### src/rtl/cache_arb_pkg.sv
// Shared types and constants for the cache request arbiter and its benches.
package cache_arb_pkg;

  // Arbiter sequencing states
  typedef enum logic [1:0] {
    ARB_IDLE,
    ARB_ISSUE,
    ARB_WAIT,
    ARB_DONE
  } arb_state_t;

  // Default watchdog limit, in WAIT cycles
  localparam int unsigned DEFAULT_TIMEOUT = 8;

  // cache_ctrl hit_or_miss encodings
  localparam int unsigned HOM_W    = 2;
  localparam logic [1:0]  HOM_HIT  = 2'd1;
  localparam logic [1:0]  HOM_MISS = 2'd2;

endpackage

### src/rtl/cache_req_arbiter_rr_picker.sv
// Round-robin picker: first set request bit searching upward from rr_ptr_i with wrap.
module rr_picker #(
  parameter int unsigned NREQ = 4
) (
  input  logic [NREQ-1:0]         req_i,
  input  logic [$clog2(NREQ)-1:0] rr_ptr_i,
  output logic [NREQ-1:0]         pick_o,
  output logic [$clog2(NREQ)-1:0] index_o
);

  localparam int unsigned IW = $clog2(NREQ);

  logic [IW:0] cand;
  logic        found;

  // Scan NREQ candidates starting at the pointer; keep the first hit
  always_comb begin
    index_o = '0;
    found   = 1'b0;
    cand    = '0;
    for (int unsigned k = 0; k < NREQ; k++) begin
      cand = {1'b0, rr_ptr_i} + (IW+1)'(k);
      if (cand >= (IW+1)'(NREQ)) begin
        cand = cand - (IW+1)'(NREQ);
      end
      if (!found && req_i[cand[IW-1:0]]) begin
        found   = 1'b1;
        index_o = cand[IW-1:0];
      end
    end
    pick_o = NREQ'(found) << index_o;
  end

endmodule

### src/rtl/cache_req_arbiter.sv
// Round-robin arbiter sharing one cache_ctrl among NREQ read requesters,
// with completion detection and a watchdog abort for stuck lookups.
module cache_req_arbiter
  import cache_arb_pkg::*;
#(
  parameter int unsigned NREQ    = 4,
  parameter int unsigned AW      = 8,
  parameter int unsigned TIMEOUT = DEFAULT_TIMEOUT
) (
  input  logic               clk,
  input  logic               rst,
  input  logic [NREQ-1:0]    req,
  input  logic [NREQ*AW-1:0] req_addr,
  output logic [NREQ-1:0]    gnt,
  output logic [NREQ-1:0]    done,
  output logic               done_hit,
  output logic               done_err,
  output logic [AW-1:0]      ctrl_address,
  output logic               ctrl_read,
  output logic               ctrl_abort,
  input  logic               ctrl_read_cache,
  input  logic               ctrl_read_memory
);

  localparam int unsigned IW  = $clog2(NREQ);
  localparam int unsigned WDW = $clog2(TIMEOUT + 1);

  arb_state_t        state_q;
  logic [IW-1:0]     win_q;
  logic [IW-1:0]     rr_ptr_q;
  logic [IW-1:0]     rr_ptr_d;
  logic [WDW-1:0]    wd_cnt_q;
  logic [WDW-1:0]    wd_cnt_d;
  logic [NREQ-1:0]   gnt_q;
  logic [NREQ-1:0]   done_q;
  logic              done_hit_q;
  logic              done_err_q;
  logic [AW-1:0]     ctrl_address_q;
  logic              ctrl_read_q;
  logic              ctrl_abort_q;

  logic [NREQ-1:0]   pick_oh;
  logic [IW-1:0]     pick_idx;

  rr_picker #(
    .NREQ(NREQ)
  ) u_picker (
    .req_i   (req),
    .rr_ptr_i(rr_ptr_q),
    .pick_o  (pick_oh),
    .index_o (pick_idx)
  );

  // Pointer moves one past the last winner, wrapping at NREQ
  assign rr_ptr_d = (win_q == IW'(NREQ - 1)) ? '0 : win_q + 1'b1;

  // Watchdog counter saturates so it can never wrap back under the limit
  assign wd_cnt_d = (wd_cnt_q == WDW'(TIMEOUT)) ? wd_cnt_q : wd_cnt_q + 1'b1;

  // Arbitration / sequencing FSM with registered outputs
  always_ff @(posedge clk or posedge rst) begin
    if (rst) begin
      state_q        <= ARB_IDLE;
      win_q          <= '0;
      rr_ptr_q       <= '0;
      wd_cnt_q       <= '0;
      gnt_q          <= '0;
      done_q         <= '0;
      done_hit_q     <= 1'b0;
      done_err_q     <= 1'b0;
      ctrl_address_q <= '0;
      ctrl_read_q    <= 1'b0;
      ctrl_abort_q   <= 1'b0;
    end else begin
      case (state_q)
        ARB_IDLE: begin
          if (|req) begin
            win_q          <= pick_idx;
            gnt_q          <= pick_oh;
            ctrl_address_q <= req_addr[pick_idx*AW +: AW];
            ctrl_read_q    <= 1'b1;
            state_q        <= ARB_ISSUE;
          end
        end
        ARB_ISSUE: begin
          ctrl_read_q <= 1'b0;
          wd_cnt_q    <= '0;
          state_q     <= ARB_WAIT;
        end
        ARB_WAIT: begin
          wd_cnt_q <= wd_cnt_d;
          if (ctrl_read_cache) begin
            done_hit_q <= 1'b1;
            done_q     <= gnt_q;
            state_q    <= ARB_DONE;
          end else if (ctrl_read_memory) begin
            done_hit_q <= 1'b0;
            done_q     <= gnt_q;
            state_q    <= ARB_DONE;
          end else if (wd_cnt_q == WDW'(TIMEOUT - 1)) begin
            done_err_q   <= 1'b1;
            ctrl_abort_q <= 1'b1;
            done_q       <= gnt_q;
            state_q      <= ARB_DONE;
          end
        end
        ARB_DONE: begin
          done_q       <= '0;
          done_hit_q   <= 1'b0;
          done_err_q   <= 1'b0;
          ctrl_abort_q <= 1'b0;
          gnt_q        <= '0;
          rr_ptr_q     <= rr_ptr_d;
          state_q      <= ARB_IDLE;
        end
        default: state_q <= ARB_IDLE;
      endcase
    end
  end

  assign gnt          = gnt_q;
  assign done         = done_q;
  assign done_hit     = done_hit_q;
  assign done_err     = done_err_q;
  assign ctrl_address = ctrl_address_q;
  assign ctrl_read    = ctrl_read_q;
  assign ctrl_abort   = ctrl_abort_q;

endmodule

### config.mk
export PLATFORM = sky130hd
export DESIGN_NAME = cache_req_arbiter
export DESIGN_NICKNAME = d
export VERILOG_FILES = /design/src/rtl/cache_arb_pkg.sv /design/src/rtl/cache_req_arbiter_rr_picker.sv /design/src/rtl/cache_req_arbiter.sv
export SDC_FILE = /design/constraint.sdc
export NUM_CORES = 1
export LEC_CHECK = 0
export CAP_MARGIN = 10
export CORE_UTILIZATION = 46
export CTS_CLUSTER_DIAMETER = 40
export DETAILED_ROUTE_END_ITERATION = 16
export PLACE_DENSITY = 0.82
export RECOVER_POWER = 100
export SETUP_SLACK_MARGIN = 0.05
export SLEW_MARGIN = 20
export SYNTH_ARGS = -nofsm -noshare
export SYNTH_HDL_FRONTEND = slang
export SYNTH_HIERARCHICAL = 1
export SYNTH_SLANG_ARGS = --single-unit
### constraint.sdc
create_clock -name clk -period 2.35 [get_ports clk]
set_clock_uncertainty 0.15 [all_clocks]
set_input_delay 0.47 -clock clk [delete_from_list [all_inputs] [get_ports clk]]
set_output_delay 0.47 -clock clk [all_outputs]
set_load 0.005 [all_outputs]
* After elaboration in Yosys (flattened, before gate mapping)
Index checks and enable logic that the tools add are counted.
Cells by class: $add $sub $neg 9, $lt $le $gt $ge 8, equal/unequal tests 13, shift-type cells 2, mux-type cells 43, reduce and logical (&&, ||, !) cells 20
Operators with widths (count):
- $shiftx A32 B6 Y8 | 1
- $mux W2 | 13
- $pmux W4 S2 | 3
- $mux W4 | 5
- $mux W1 | 14
- $reduce_and A2 Y1 | 7
- $lt A2 B3 Y1 const B | 4
- $ne A2 B2 Y1 const B | 5
- $ge A3 B3 Y1 const B | 3
- $bmux W1 S2 | 4
- $pmux W2 S4 | 1
- $reduce_bool A2 Y1 | 4
- $sub A2 B1 Y2 const B | 4
- $add A2 B2 Y3 const B | 2
- $eq A2 B2 Y1 const B | 3
- $pmux W1 S2 | 3
- $add A4 B1 Y4 const B | 1
- $eq A4 B3 Y1 const B | 1
- $eq A4 B4 Y1 const B | 1
- $ne A4 B4 Y1 const B | 1
- $reduce_and A4 Y1 | 1
- $reduce_or A4 Y1 | 1
- $shl A1 B2 Y4 | 1
- $add A2 B1 Y3 const B | 1
- 7 further kinds | 11
Storage, ports and cells: register bits 29, bits of input ports 40, output and inout port bits 20, logic and storage cells 105

* Logic depth before layout (Yosys ltp)
depth in word-level cells 17, mapped depth 7, mapped depth without buffers 5

* Modules after synthesis
Netlist, hierarchy kept.
By module, submodules not included:
- cache_req_arbiter | times used 1, cells each 128, area each 1594.0 um^2, seq. area each 725.7 um^2
- rr_picker | times used 1, cells each 28, area each 206.4 um^2, seq. area each 0.0 um^2

* Least setup slack after synthesis
No wires, ideal clock.
kind input -> register, from input port req[2], to register ctrl_address_q[0], in the netlist ctrl_address[0], library setup time 0.125 ns, arrival 1.866 ns, required time 2.075 ns, setup slack 0.209 ns, stages 7, path buffers 2, cells stage by stage clkbuf_2 nand2b_1 a21oi_1 a221oi_2 buf_6 mux4_2 mux2_2
Between the ends: longest elaborated chain between the ends 13, elaborated cells between the ends (all ways) 24, classes of those cells shift: 1; mux: 15; reduce/logical: 8
Ends and longest elaborated chain:
- start, declared | line cache_req_arbiter.sv:12 | input logic [NREQ-1:0] req,
- $bmux W1 S2 | line cache_req_arbiter_rr_picker.sv:26 | if (!found && req_i[cand[IW-1:0]]) begin
- $mux W1 (not written as such) | line cache_req_arbiter_rr_picker.sv:26
- $mux W1 | line cache_req_arbiter_rr_picker.sv:26
- $logic_not A1 Y1 | line cache_req_arbiter_rr_picker.sv:26
- $logic_and A1 B1 Y1 | line cache_req_arbiter_rr_picker.sv:26
- $mux W1 | line cache_req_arbiter_rr_picker.sv:26
- $logic_not A1 Y1 | line cache_req_arbiter_rr_picker.sv:26
- $logic_and A1 B1 Y1 | line cache_req_arbiter_rr_picker.sv:26
- $mux W1 | line cache_req_arbiter_rr_picker.sv:26
- $logic_not A1 Y1 | line cache_req_arbiter_rr_picker.sv:26
- $logic_and A1 B1 Y1 | line cache_req_arbiter_rr_picker.sv:26
- $mux W2 (*) | line cache_req_arbiter_rr_picker.sv:26
- net pick_idx[0] | line cache_req_arbiter.sv:43 | logic [IW-1:0] pick_idx;
- $shiftx A32 B6 Y8 (*) | line cache_req_arbiter.sv:80 | ctrl_address_q <= req_addr[pick_idx*AW +: AW];
- end signal, assigned | line cache_req_arbiter.sv:80
- end, declared | line cache_req_arbiter.sv:38 | logic [AW-1:0] ctrl_address_q;
Mark *: on every way through the listed nets, which the timed path passes. The rest lies on a longest branch. The select of a mux whose other input is x is not followed. A chain may end at the register's enable or synchronous reset.

* Final worst setup path
from input port req[1], to register ctrl_address_q[2], in the netlist ctrl_address[2]
The elaborated chain is that of the path after synthesis.

==> flow_summary.yaml <==
synth:
  netlist_top_cells_count: "dfrtp_1 (29), nand2_1 (14), mux2_2 (13)"
  ys_seq_area_share_pct: 40.3
  synth.area.top_cells: "dfrtp_1 (40%), mux4_2 (10%), mux2_2 (8.1%), ha_1 (4.9%), buf_6 (3.1%)"
  synthArstFlopShare_pct: 100
  ys_ff_latch: 29
  avgSynthCellArea_um2: 11.5
  synth_most_common_cell: "dfrtp_1"
  synth_top_area_share_pct: 40.3
  synth-main-ff-cell: "dfrtp_1"
  yosysWarnings: 6
  synthCells: 156
  synth_top_cell_by_area: "dfrtp_1"
  syn-cell-area_mm2: 0.00180
  synth.distinct_cells: 45
  synth-edff-count: 0
  syn_nets: 203
finish:
  num_antenna_cells: 0
  area_growth_pct: 44.1
  final_layout_size_suffix_gt1_share_pct: 23.6
  finalNonFillerCells: 277
  final_nets: 276
  final_area_mm2: 0.00259
power:
  power_density_mw_per_mm2: 1140
  clock_power_share_pct: 13.9
  p_switching_mw: 1.06
  p_int_mw: 1.91
  switching_share_pct: 35.6
  irDropWorstVdd_mv: 0.605
  pwr-share-seq_pct: 31.3
  pwr-share-comb_pct: 54.8
  total_power_mw: 2.97
  power.leakage_nw: 1.14
critical_path:
  crit_required_ns: 2.37
  worst-path-max-fanout: 5
  r2r_end: "ctrl_address[2]"
  worstPathArrival_ns: 2.26
  crit_start: "req[1]"
  path_cells: "clkdlybuf4s50_1 -> a21oi_1 -> a221oi_4 -> buf_6 -> mux4_2 -> mux2_4"
  rr_worst_depth: 6
  crit_path_start_kind: "primary input"
  r2r_slack_ns: 0.12
  crit_path_max_incr_delay_ns: 0.51
  critical_path.slowest_cell: "mux4_2"
  critPathCaptureType: "flop"
  reg2reg_from: "rr_ptr_q[1]"
  crit_type: "primary input to flop"
clock_tree:
  clock_latency_ns: 0.28
  htree_levels: 2
  cts_inserted_buffers: 5
  root_buffer: "clkbuf_8"
  cts_tree: "done"
  cts_sinks: 29
  clock_path_buffers: 2
  clk_pin_slew_worst_paths_ns: 0.06
worst_hold_path:
  hold_class: "flop to flop"
  min-delay-start: "ctrl_address[2]"
  holdPathStages: 1
  hold_path_end: "ctrl_address[2]"
sta:
  worst_slack_ns: 0.104
  tightest_slew_ns: 0.722
  rsz0062_at_grt: "true"
  max-slew-margin-rel_pct: 51.9
  drv_slew: 0
  fin_crit_ns: 2.25
  post-route-period-util_pct: 95.6
  setup_viol: 0
  max_freq_mhz: 445
  hold_viol: 0
routing:
  drtPass1Iterations: 4
  wl_mm: 4.44
  dr_wl_met2_mm: 2.49
  routed.top_layer: "met4"
  vias: 1563
  drc: 0
  initialDrtViolationCount: 102
  vias_per_cell: 5.64
  dr_wl_met3_um: 294
  wire_per_inst_um: 16.0
  drt-met1-wl_mm: 1.54
  antenna_left: 0
global_routing:
  grt_first_pass_wirelength_mm: 7.40
  grt_max_degree: 30
  antenna_found_initial: 0
  grt_overflow_total: 0
  grt_pass1_vias: 1674
  grt_usage_pct: 23.9
die:
  dieArea_mm2: 0.00417
  dieHeight_um: 64.6
  start_util_pct: 48.5
  die_w_um: 64.6
  rows: 22
  io_pins: 60
  core_mm2: 0.00372
place:
  gp_congestion: 0.813
  place_area_mm2: 0.00248
  placed_cells: 267
  dp_hpwl_mm: 3.40
  numPortBuffers: 59
  place_ws_ns: -0.318
run_status:
  outcome: "completed"
flow_run:
  cap_violations: 0
## worst max-delay path: cells and delay by family
kind                   cells  cell delay [ns]
muxes                      2             0.79
buffers and inverters      2             0.67
AOI/OAI and AO/OA          2             0.32
## cell usage in the layout, fill, tap and decap left out, types with 8 or more instances in the layout
cell type        instances
clkdlybuf4s50_1         36
dfrtp_1                 28
dlygate4sd3_1           21
nand2_1                 14
mux2_2                  12
buf_4                   11
mux4_2                   8
nor2_1                   8
nand3_1                  8
## how the worst max path moves through the flow
stage                                  to  slack (ns)  cells after the start
after floorplan           ctrl_address[0]        0.21                      7
after global placement    ctrl_address[4]       -0.26                      6
after detailed placement  ctrl_address[2]       -0.32                      6
after CTS                 ctrl_address[7]        0.07                      6
after global routing      ctrl_address[2]        0.02                      6
final                     ctrl_address[2]        0.10                      6
## final cells by class
cell class | instances | area, um2
fillers | 285 | 1120
multi-input cells | 110 | 975
clock buffers | 7 | 86.3
repair buffers | 75 | 717
inverters | 8 | 30.0
flip-flops and latches | 29 | 727
well taps | 48 | 60.1
## sequential cells by signal, indices dropped and copies added, names as in the netlist
name,cells
state_q,2
wd_cnt_q,4
ctrl_abort,1
win_q,2
gnt,4
ctrl_address,8
done,4
done_hit,1
rr_ptr_q,2
ctrl_read,1
## power by group through the flow
stage	clock network [mW]	registers [mW]	logic, mW
global placement	0	0.920	1.52
global route	0.450	0.971	1.77
floorplan	0	0.909	0.995
detailed placement	0	0.933	1.63
finish	0.412	0.930	1.63
CTS	0.422	0.930	1.65
## cells by family (layout without fill, tap and decap cells)
family | Yosys count | count (layout) | share of synthesized area, %
compound gates | 36 | 36 | 16.6
fa+ha+maj | 7 | 7 | 4.86
buf+inv | 17 | 90 | 5.91
flops | 29 | 29 | 40.3
mux | 22 | 22 | 18.7
simple gates | 45 | 45 | 13.6
## metal layers
metal	global-route usage, %	vias up
met3	7.75	12
met2	46.4	67
met5	0	-
met1	22.8	761
li1	-	723
met4	9.17	0
## through the flow
stage	util (%)	TNS, ns	hold WS (ns)
2_1_floorplan	-	0	0.327
3_3_place_gp	66.9	-2.06	0.342
3_5_place_dp	66.9	-2.43	0.346
4_1_cts	69.5	0	0.360
5_1_grt	69.8	0	0.380
6_report	69.8	0	0.356
## repair_timing
item                       in CTS  in global routing
buffers inserted                0                  2
hold buffers                    0                  0
pin swaps                       1                  1
setup endpoints to repair       8                  8
resized for setup               5                  5
gates cloned                    1                  0
Power figures use the tool's default switching activity.
